## config.mk

```make
export PLATFORM = sky130hd
export DESIGN_NAME = spc_playlist_ctrl
export DESIGN_NICKNAME = d
export VERILOG_FILES = /design/src/rtl/spc_playlist_ctrl_pkg.sv /design/src/rtl/btn_debounce.sv /design/src/rtl/spc_playlist_ctrl.sv
export SDC_FILE = /design/constraint.sdc
export NUM_CORES = 1
export LEC_CHECK = 0
export CORE_MARGIN = 2
export CORE_UTILIZATION = 35
export CTS_CLUSTER_SIZE = 10
export DETAILED_ROUTE_END_ITERATION = 16
export GPL_TIMING_DRIVEN = 1
export SLEW_MARGIN = 5
export SYNTH_ARGS = -nofsm -noshare
export SYNTH_HDL_FRONTEND = slang
export SYNTH_SLANG_ARGS = --single-unit
export TNS_END_PERCENT = 5
```

## constraint.sdc

```tcl
create_clock -name clk -period 3.7 [get_ports clk]
set_input_delay 0.925 -clock clk [delete_from_list [all_inputs] [get_ports clk]]
set_output_delay 0.925 -clock clk [all_outputs]
set_load 0.01 [all_outputs]
```

## src/rtl/spc_playlist_ctrl_pkg.sv

```systemverilog
// +----------------------------------------------------------------------------+
// | spc_ctrl_pkg: shared types and song-target arithmetic for the playlist ctl |
// | rev 1.0                                                                    |
// +----------------------------------------------------------------------------+
`default_nettype none

package spc_ctrl_pkg;

    typedef enum logic [2:0] {
        ST_BOOT,
        ST_LOAD_REQ,
        ST_LOAD_WAIT,
        ST_PLAY,
        ST_FAIL
    } state_t;

    typedef enum logic [1:0] {
        PEND_NONE,
        PEND_NEXT,
        PEND_PREV
    } pend_t;

    // An empty playlist maps every request to song 0 and lets the loader fail.
    function automatic logic [15:0] target_song(input pend_t dir, input logic [15:0] cur,
                                                 input logic [15:0] total);
        logic [15:0] t;
        t = 16'd0;
        if (total == 16'd0)
            t = 16'd0;
        else if (dir == PEND_PREV)
            t = (cur == 16'd0) ? total - 16'd1 : cur - 16'd1;
        else
            t = (cur + 16'd1 == total) ? 16'd0 : cur + 16'd1;
        return t;
    endfunction

endpackage

`default_nettype wire

```

## src/rtl/btn_debounce.sv

```systemverilog
// +----------------------------------------------------------------------------+
// | btn_debounce: 2-FF synchroniser, stability counter, rising-edge pulse      |
// | rev 1.0                                                                    |
// +----------------------------------------------------------------------------+
`default_nettype none

module btn_debounce #(
    parameter int DEBOUNCE_CYCLES = 495000
) (
    input  logic clk,
    input  logic resetn,
    input  logic btn,
    output logic rise
);

    logic        meta;
    logic        sync;
    logic        stable;
    logic [31:0] cnt;

    always_ff @(posedge clk) begin
        if (!resetn) begin
            meta   <= 1'b0;
            sync   <= 1'b0;
            stable <= 1'b0;
            cnt    <= '0;
            rise   <= 1'b0;
        end else begin
            meta <= btn;
            sync <= meta;
            rise <= 1'b0;
            if (sync == stable) begin
                cnt <= '0;
            end else if (cnt >= 32'(DEBOUNCE_CYCLES - 1)) begin
                // Input has differed from the accepted level long enough.
                cnt    <= '0;
                stable <= sync;
                rise   <= sync;
            end else begin
                cnt <= cnt + 32'd1;
            end
        end
    end

endmodule

`default_nettype wire

```

## src/rtl/spc_playlist_ctrl.sv

```systemverilog
// +----------------------------------------------------------------------------+
// | spc_playlist_ctrl: drives the SPC loader and APU reset, steps the playlist |
// | rev 1.0                                                                    |
// +----------------------------------------------------------------------------+
`default_nettype none

module spc_playlist_ctrl
    import spc_ctrl_pkg::*;
#(
    parameter int FREQ            = 24_750_000,
    parameter int DEBOUNCE_CYCLES = FREQ / 50,
    parameter int TICK_CYCLES     = FREQ,
    parameter int PLAY_SECONDS    = 180
) (
    input  logic        clk,
    input  logic        resetn,
    input  logic        btn_next,
    input  logic        btn_prev,
    output logic        ld_start,
    output logic [15:0] ld_num,
    input  logic [15:0] ld_total,
    input  logic        ld_done,
    input  logic        ld_fail,
    output logic        apu_reset,
    output logic        playing,
    output logic [15:0] cur_song,
    output logic        err,
    output logic [7:0]  sec_cnt
);

    state_t      state;
    state_t      state_nxt;
    pend_t       pending;
    pend_t       req;
    pend_t       load_dir;
    logic        load_go;
    logic        auto_adv;
    logic        next_ev;
    logic        prev_ev;
    logic [31:0] tick_cnt;

    btn_debounce #(.DEBOUNCE_CYCLES(DEBOUNCE_CYCLES)) u_db_next (
        .clk    (clk),
        .resetn (resetn),
        .btn    (btn_next),
        .rise   (next_ev)
    );

    btn_debounce #(.DEBOUNCE_CYCLES(DEBOUNCE_CYCLES)) u_db_prev (
        .clk    (clk),
        .resetn (resetn),
        .btn    (btn_prev),
        .rise   (prev_ev)
    );

    assign ld_start  = (state == ST_LOAD_REQ);
    assign apu_reset = (state != ST_PLAY);
    assign playing   = (state == ST_PLAY);
    assign err       = (state == ST_FAIL);

    always_comb begin
        req       = pending;
        state_nxt = state;
        load_go   = 1'b0;
        load_dir  = PEND_NEXT;
        auto_adv  = (PLAY_SECONDS != 0) && ({24'd0, sec_cnt} == 32'(PLAY_SECONDS));
        // A fresh event this cycle beats both the held request and auto-advance.
        if (next_ev)
            req = PEND_NEXT;
        else if (prev_ev)
            req = PEND_PREV;
        case (state)
            ST_BOOT:      state_nxt = ST_LOAD_REQ;
            ST_LOAD_REQ:  state_nxt = ST_LOAD_WAIT;
            ST_LOAD_WAIT: begin
                if (ld_fail)
                    state_nxt = ST_FAIL;
                else if (ld_done)
                    state_nxt = ST_PLAY;
            end
            ST_PLAY: begin
                if (req != PEND_NONE) begin
                    state_nxt = ST_LOAD_REQ;
                    load_go   = 1'b1;
                    load_dir  = req;
                end else if (auto_adv) begin
                    state_nxt = ST_LOAD_REQ;
                    load_go   = 1'b1;
                end
            end
            ST_FAIL:      state_nxt = ST_FAIL;
            default:      state_nxt = ST_BOOT;
        endcase
    end

    always_ff @(posedge clk) begin
        if (!resetn) begin
            state    <= ST_BOOT;
            pending  <= PEND_NONE;
            ld_num   <= '0;
            cur_song <= '0;
            sec_cnt  <= '0;
            tick_cnt <= '0;
        end else begin
            state <= state_nxt;

            if (state == ST_FAIL || load_go)
                pending <= PEND_NONE;
            else if (next_ev)
                pending <= PEND_NEXT;
            else if (prev_ev)
                pending <= PEND_PREV;

            if (state == ST_BOOT)
                ld_num <= '0;
            else if (load_go)
                ld_num <= target_song(load_dir, cur_song, ld_total);

            if (state == ST_LOAD_WAIT && !ld_fail && ld_done)
                cur_song <= ld_num;

            if (state_nxt == ST_LOAD_REQ || (state == ST_LOAD_WAIT && ld_done)) begin
                tick_cnt <= '0;
                sec_cnt  <= '0;
            end else if (state == ST_PLAY) begin
                if (tick_cnt == 32'(TICK_CYCLES - 1)) begin
                    tick_cnt <= '0;
                    if (sec_cnt != 8'hFF)
                        sec_cnt <= sec_cnt + 8'd1;
                end else begin
                    tick_cnt <= tick_cnt + 32'd1;
                end
            end
        end
    end

endmodule

`default_nettype wire

```

==> metrics.md <==
| Metric | Value |
|---|---|
| Pwr Total | `3550 µW` |
| Sum Neg Setup Slack | `0 ns` |
| Starting DRT DRC Count | `418` |
| Largest net degree at the start of global routing | `32` |
| Synth Cell Area | `0.00712 mm²` |
| Worst VDD drop | `0.000291 V` |
| Avg Inst Size Synth | `8.22 µm²` |
| Gr usage total | `17.0%` |
| Routed WL | `17,600 µm` |
| Drt pass-1 iters | `5` |
| Max Cap Viol | `0` |
| Worst skew pair latency | `0.42 ns` |
| Max-slew headroom | `49.2%` |
| Clock sink total | `149` |
| DIE WIDTH | `147 µm` |
| Fin nets | `996` |
| Initial Util | `35.4%` |
| Syn Inst Count | `866` |
| CP Cell Sequence | `inv_1 -> ha_1 -> or4b_4 -> or4_4 -> nor2_4 -> nor2_1 -> a21oi_2 -> ha_2 -> nand3b_1 -> nor3_2 -> o21ai_4 -> a2111oi_4 -> xnor2_1 -> a22oi_1 -> a211oi_2` |
| WHS | `0.432 ns` |
| Crit path arrival time | `3.83 ns` |
| Port Buf Inserts | `65` |
| H-tree level count | `4` |
| Io pins | `66` |
| Antenna Cells | `0` |
| Ys async rst share | `0%` |
| Worst setup EP type | `flip-flop` |
| CTS tree | `built` |
| DR vias/cell | `5.02` |
| Hpwl dp | `12,600 µm` |
| Final Setup Violations | `0` |
| Remaining DRCs | `0` |
| Final ANT Viol Nets | `0` |
| Slew @ Worst Pin | `0.760 ns` |
| Post-DR wirelength/cell | `14.1 µm` |
| Placed insts | `1,217` |
| Fin crit share | `94.3%` |
| Global-route wire length before repair | `29,200 µm` |
| Synthesized flop and latch total | `149` |
| Crit path kind | `flip-flop to flip-flop` |
| FF/Latch Area | `0.00298 mm²` |
| Filler cells | `2,007` |
| Status | `finished clean` |
| Share of layout cells above drive strength 1 | `8.58%` |
| Number of post-CTS setup repair buffers | `0` |
| Core ar. | `0.0201 mm²` |
| Netlist cell types | `65` |
| Clk_skew | `0.00852 ns` |
| R2R Setup Slk | `0.21 ns` |
| Post-CTS Hold Fix Bufs | `0` |
| Worst Hold Class | `flip-flop to flip-flop` |
| Finished Layout Cells | `1,249` |
| P per Cell Area | `400 mW/mm²` |
| Clock slew at reported path FFs | `0.07 ns` |
| Root buf cell | `clkbuf_16` |
| Multi-input logic area | `0.00405 mm²` |
| CTS Buf Count | `17` |
| Slowest cell delay on critical path | `0.49 ns` |
| GRT overflow | `0` |
| Data required, critical path | `4.04 ns` |
| Via count | `6,268` |
| Clk buf depth | `2` |
| Final min period | `3.49 ns` |
| Post_cts resized | `0` |
| Slowest stage cell on the critical path | `or4b_4` |
| Leak | `0.00303 µW` |
| Initial antenna violation count | `0` |
| Synthesis Warnings | `0` |
| Primary FF master, synth | `dfxtp_1` |
| Final Hold Fails | `0` |
| Area Overhead vs Synth | `24.7%` |
| CP startpoint kind | `flip-flop` |
| Seq/Total Area, Yosys | `41.9%` |
| CP max FO | `7` |
| Maximum clock rate | `287 MHz` |
| Die Y | `147 µm` |
| Die area | `0.0215 mm²` |
| EDFF count, synth | `0` |
| Max-slew violation count | `0` |
| Row count | `52` |
| Number of global-route vias before repair | `5,836` |
| Placer Congestion | `0.918` |
==> cell families (layout without fill, tap and decap cells) <==
kind of cell             count (synthesis)  after routing  synth area share, %
adder cells (fa/ha/maj)                  8              8                 1.41
buffers and inverters                   53            141                 3.04
flip-flops                             149            149                 41.9
multiplexers                             4              4                0.633
other                                    1             26               0.0527
XOR/XNOR                               103            103                 12.7
AO/OA/AOI/OAI                          139            139                 12.3
AND/OR/NAND/NOR                        409            409                 28.0
==> stage by stage <==
stage               utilization (%)  area [µm²]  setup WS [ns]
detailed placement             41.1        8270          0.155
finish                         44.1        8870          0.213
CTS                            44.0        8840          0.118
global route                   44.1        8870       -0.00816
global placement               41.1        8270          0.207
floorplan                         -        7220         0.0525
==> registers in the layout, indices dropped and copies added, names as in the netlist <==
signal,count
cur_song,16
u_db_next.meta,1
u_db_next.stable,1
u_db_next.cnt,32
u_db_prev.cnt,32
sec_cnt,8
ld_num,16
u_db_prev.rise,1
u_db_prev.meta,1
u_db_prev.sync,1
pending,2
u_db_next.sync,1
u_db_prev.stable,1
u_db_next.rise,1
tick_cnt,32
state,3
==> worst max-delay path, delay by kind of cell, from the launching register on <==
family,cells,cell delay [ns]
and+or+nand+nor,6,1.55
AOI/OAI and AO/OA,5,0.90
adders and majority gates,2,0.39
DFF,1,0.31
xor gates and xnor gates,1,0.15
buffers and inverters,1,0.10
==> cell usage in the layout (no fill, tap or decap), types with 4 or more instances in the layout <==
cell	netlist	layout
and3_1	14	14
buf_4	0	30
a22oi_1	6	6
clkdlybuf4s50_1	0	65
clkinv_4	0	4
nor3b_1	5	5
inv_6	0	5
a21boi_0	16	16
a31oi_1	10	10
dfxtp_1	149	149
nor3_1	24	23
and2_1	10	10
a21oi_1	49	48
nor4_1	17	17
ha_1	8	7
nand4_1	23	23
nand2_1	96	96
xor2_1	60	60
inv_1	13	13
nand3b_1	5	5
o21ai_0	28	28
or3_1	13	13
and4_1	4	4
nand3_1	47	47
nand2b_1	4	4
clkbuf_16	0	17
or2_2	4	4
nor2_1	127	126
xnor2_1	43	43
conb_1	1	26
==> report_power, final <==
| group | total, µW | internal [µW] | switching [µW] |
|---|---|---|---|
| logic | 232 | 89.9 | 142 |
| clock network | 1660 | 946 | 719 |
| registers | 1650 | 1630 | 22.7 |
| total | 3550 | 2670 | 884 |
==> path summary, 6_finish.rpt <==
kind                          endpoint                      start  depth (start not counted)
max            ld_num[14]$_SDFFE_PP0P_   cur_song[0]$_SDFFE_PN0P_                         15
min          u_db_next.sync$_SDFF_PN0_  u_db_next.meta$_SDFF_PN0_                          1
max reg2reg    ld_num[14]$_SDFFE_PP0P_   cur_song[0]$_SDFFE_PN0P_                         15
min reg2reg  u_db_next.sync$_SDFF_PN0_  u_db_next.meta$_SDFF_PN0_                          1
==> cell usage after synthesis (all sizes together) (3+ instances only) <==
master  number  area [µm²]
buf         11        58.8
nand4       23         144
a21boi      16         120
xor2        60         526
nand3       47         235
o21ai       32         175
or3         13        81.3
or4          4        33.8
nor2       127         477
mux2i        3        30.0
dfxtp      149        2980
ha           8         100
clkbuf      28         105
inv         13        48.8
xnor2       43         377
nand3b       5        37.5
nor3        26         140
nor2b        3        18.8
and4         4        35.0
a21oi       49         245
or2          6        40.0
nand2b       4        25.0
and2        10        62.6
a31oi       10        62.6
nor4        18         119
nand2       96         360
a22oi        6        45.0
and3        14        87.6
nor3b        5        37.5
o311ai       3        26.3
==> routing by layer <==
metal	vias to the layer above	global-route usage (%)	routed length, µm	share of wire (%)
li1	3182	-	-	-
met1	2882	22.5	8290	47
met2	175	26.5	7870	45
met3	29	4.72	1130	6.4
met4	0	5.97	351	2.0
met5	-	0	0	0
==> layout make-up <==
class	instances	share of cell area [%]
clock buffer	18	4.84
timing repair buffer	95	9.87
sequential	149	33.6
tap	270	3.81
inverter	14	0.592
multi-input combinational	689	45.7
clock inverter	14	1.59
Note: power is estimated with default switching activity, not from simulation.
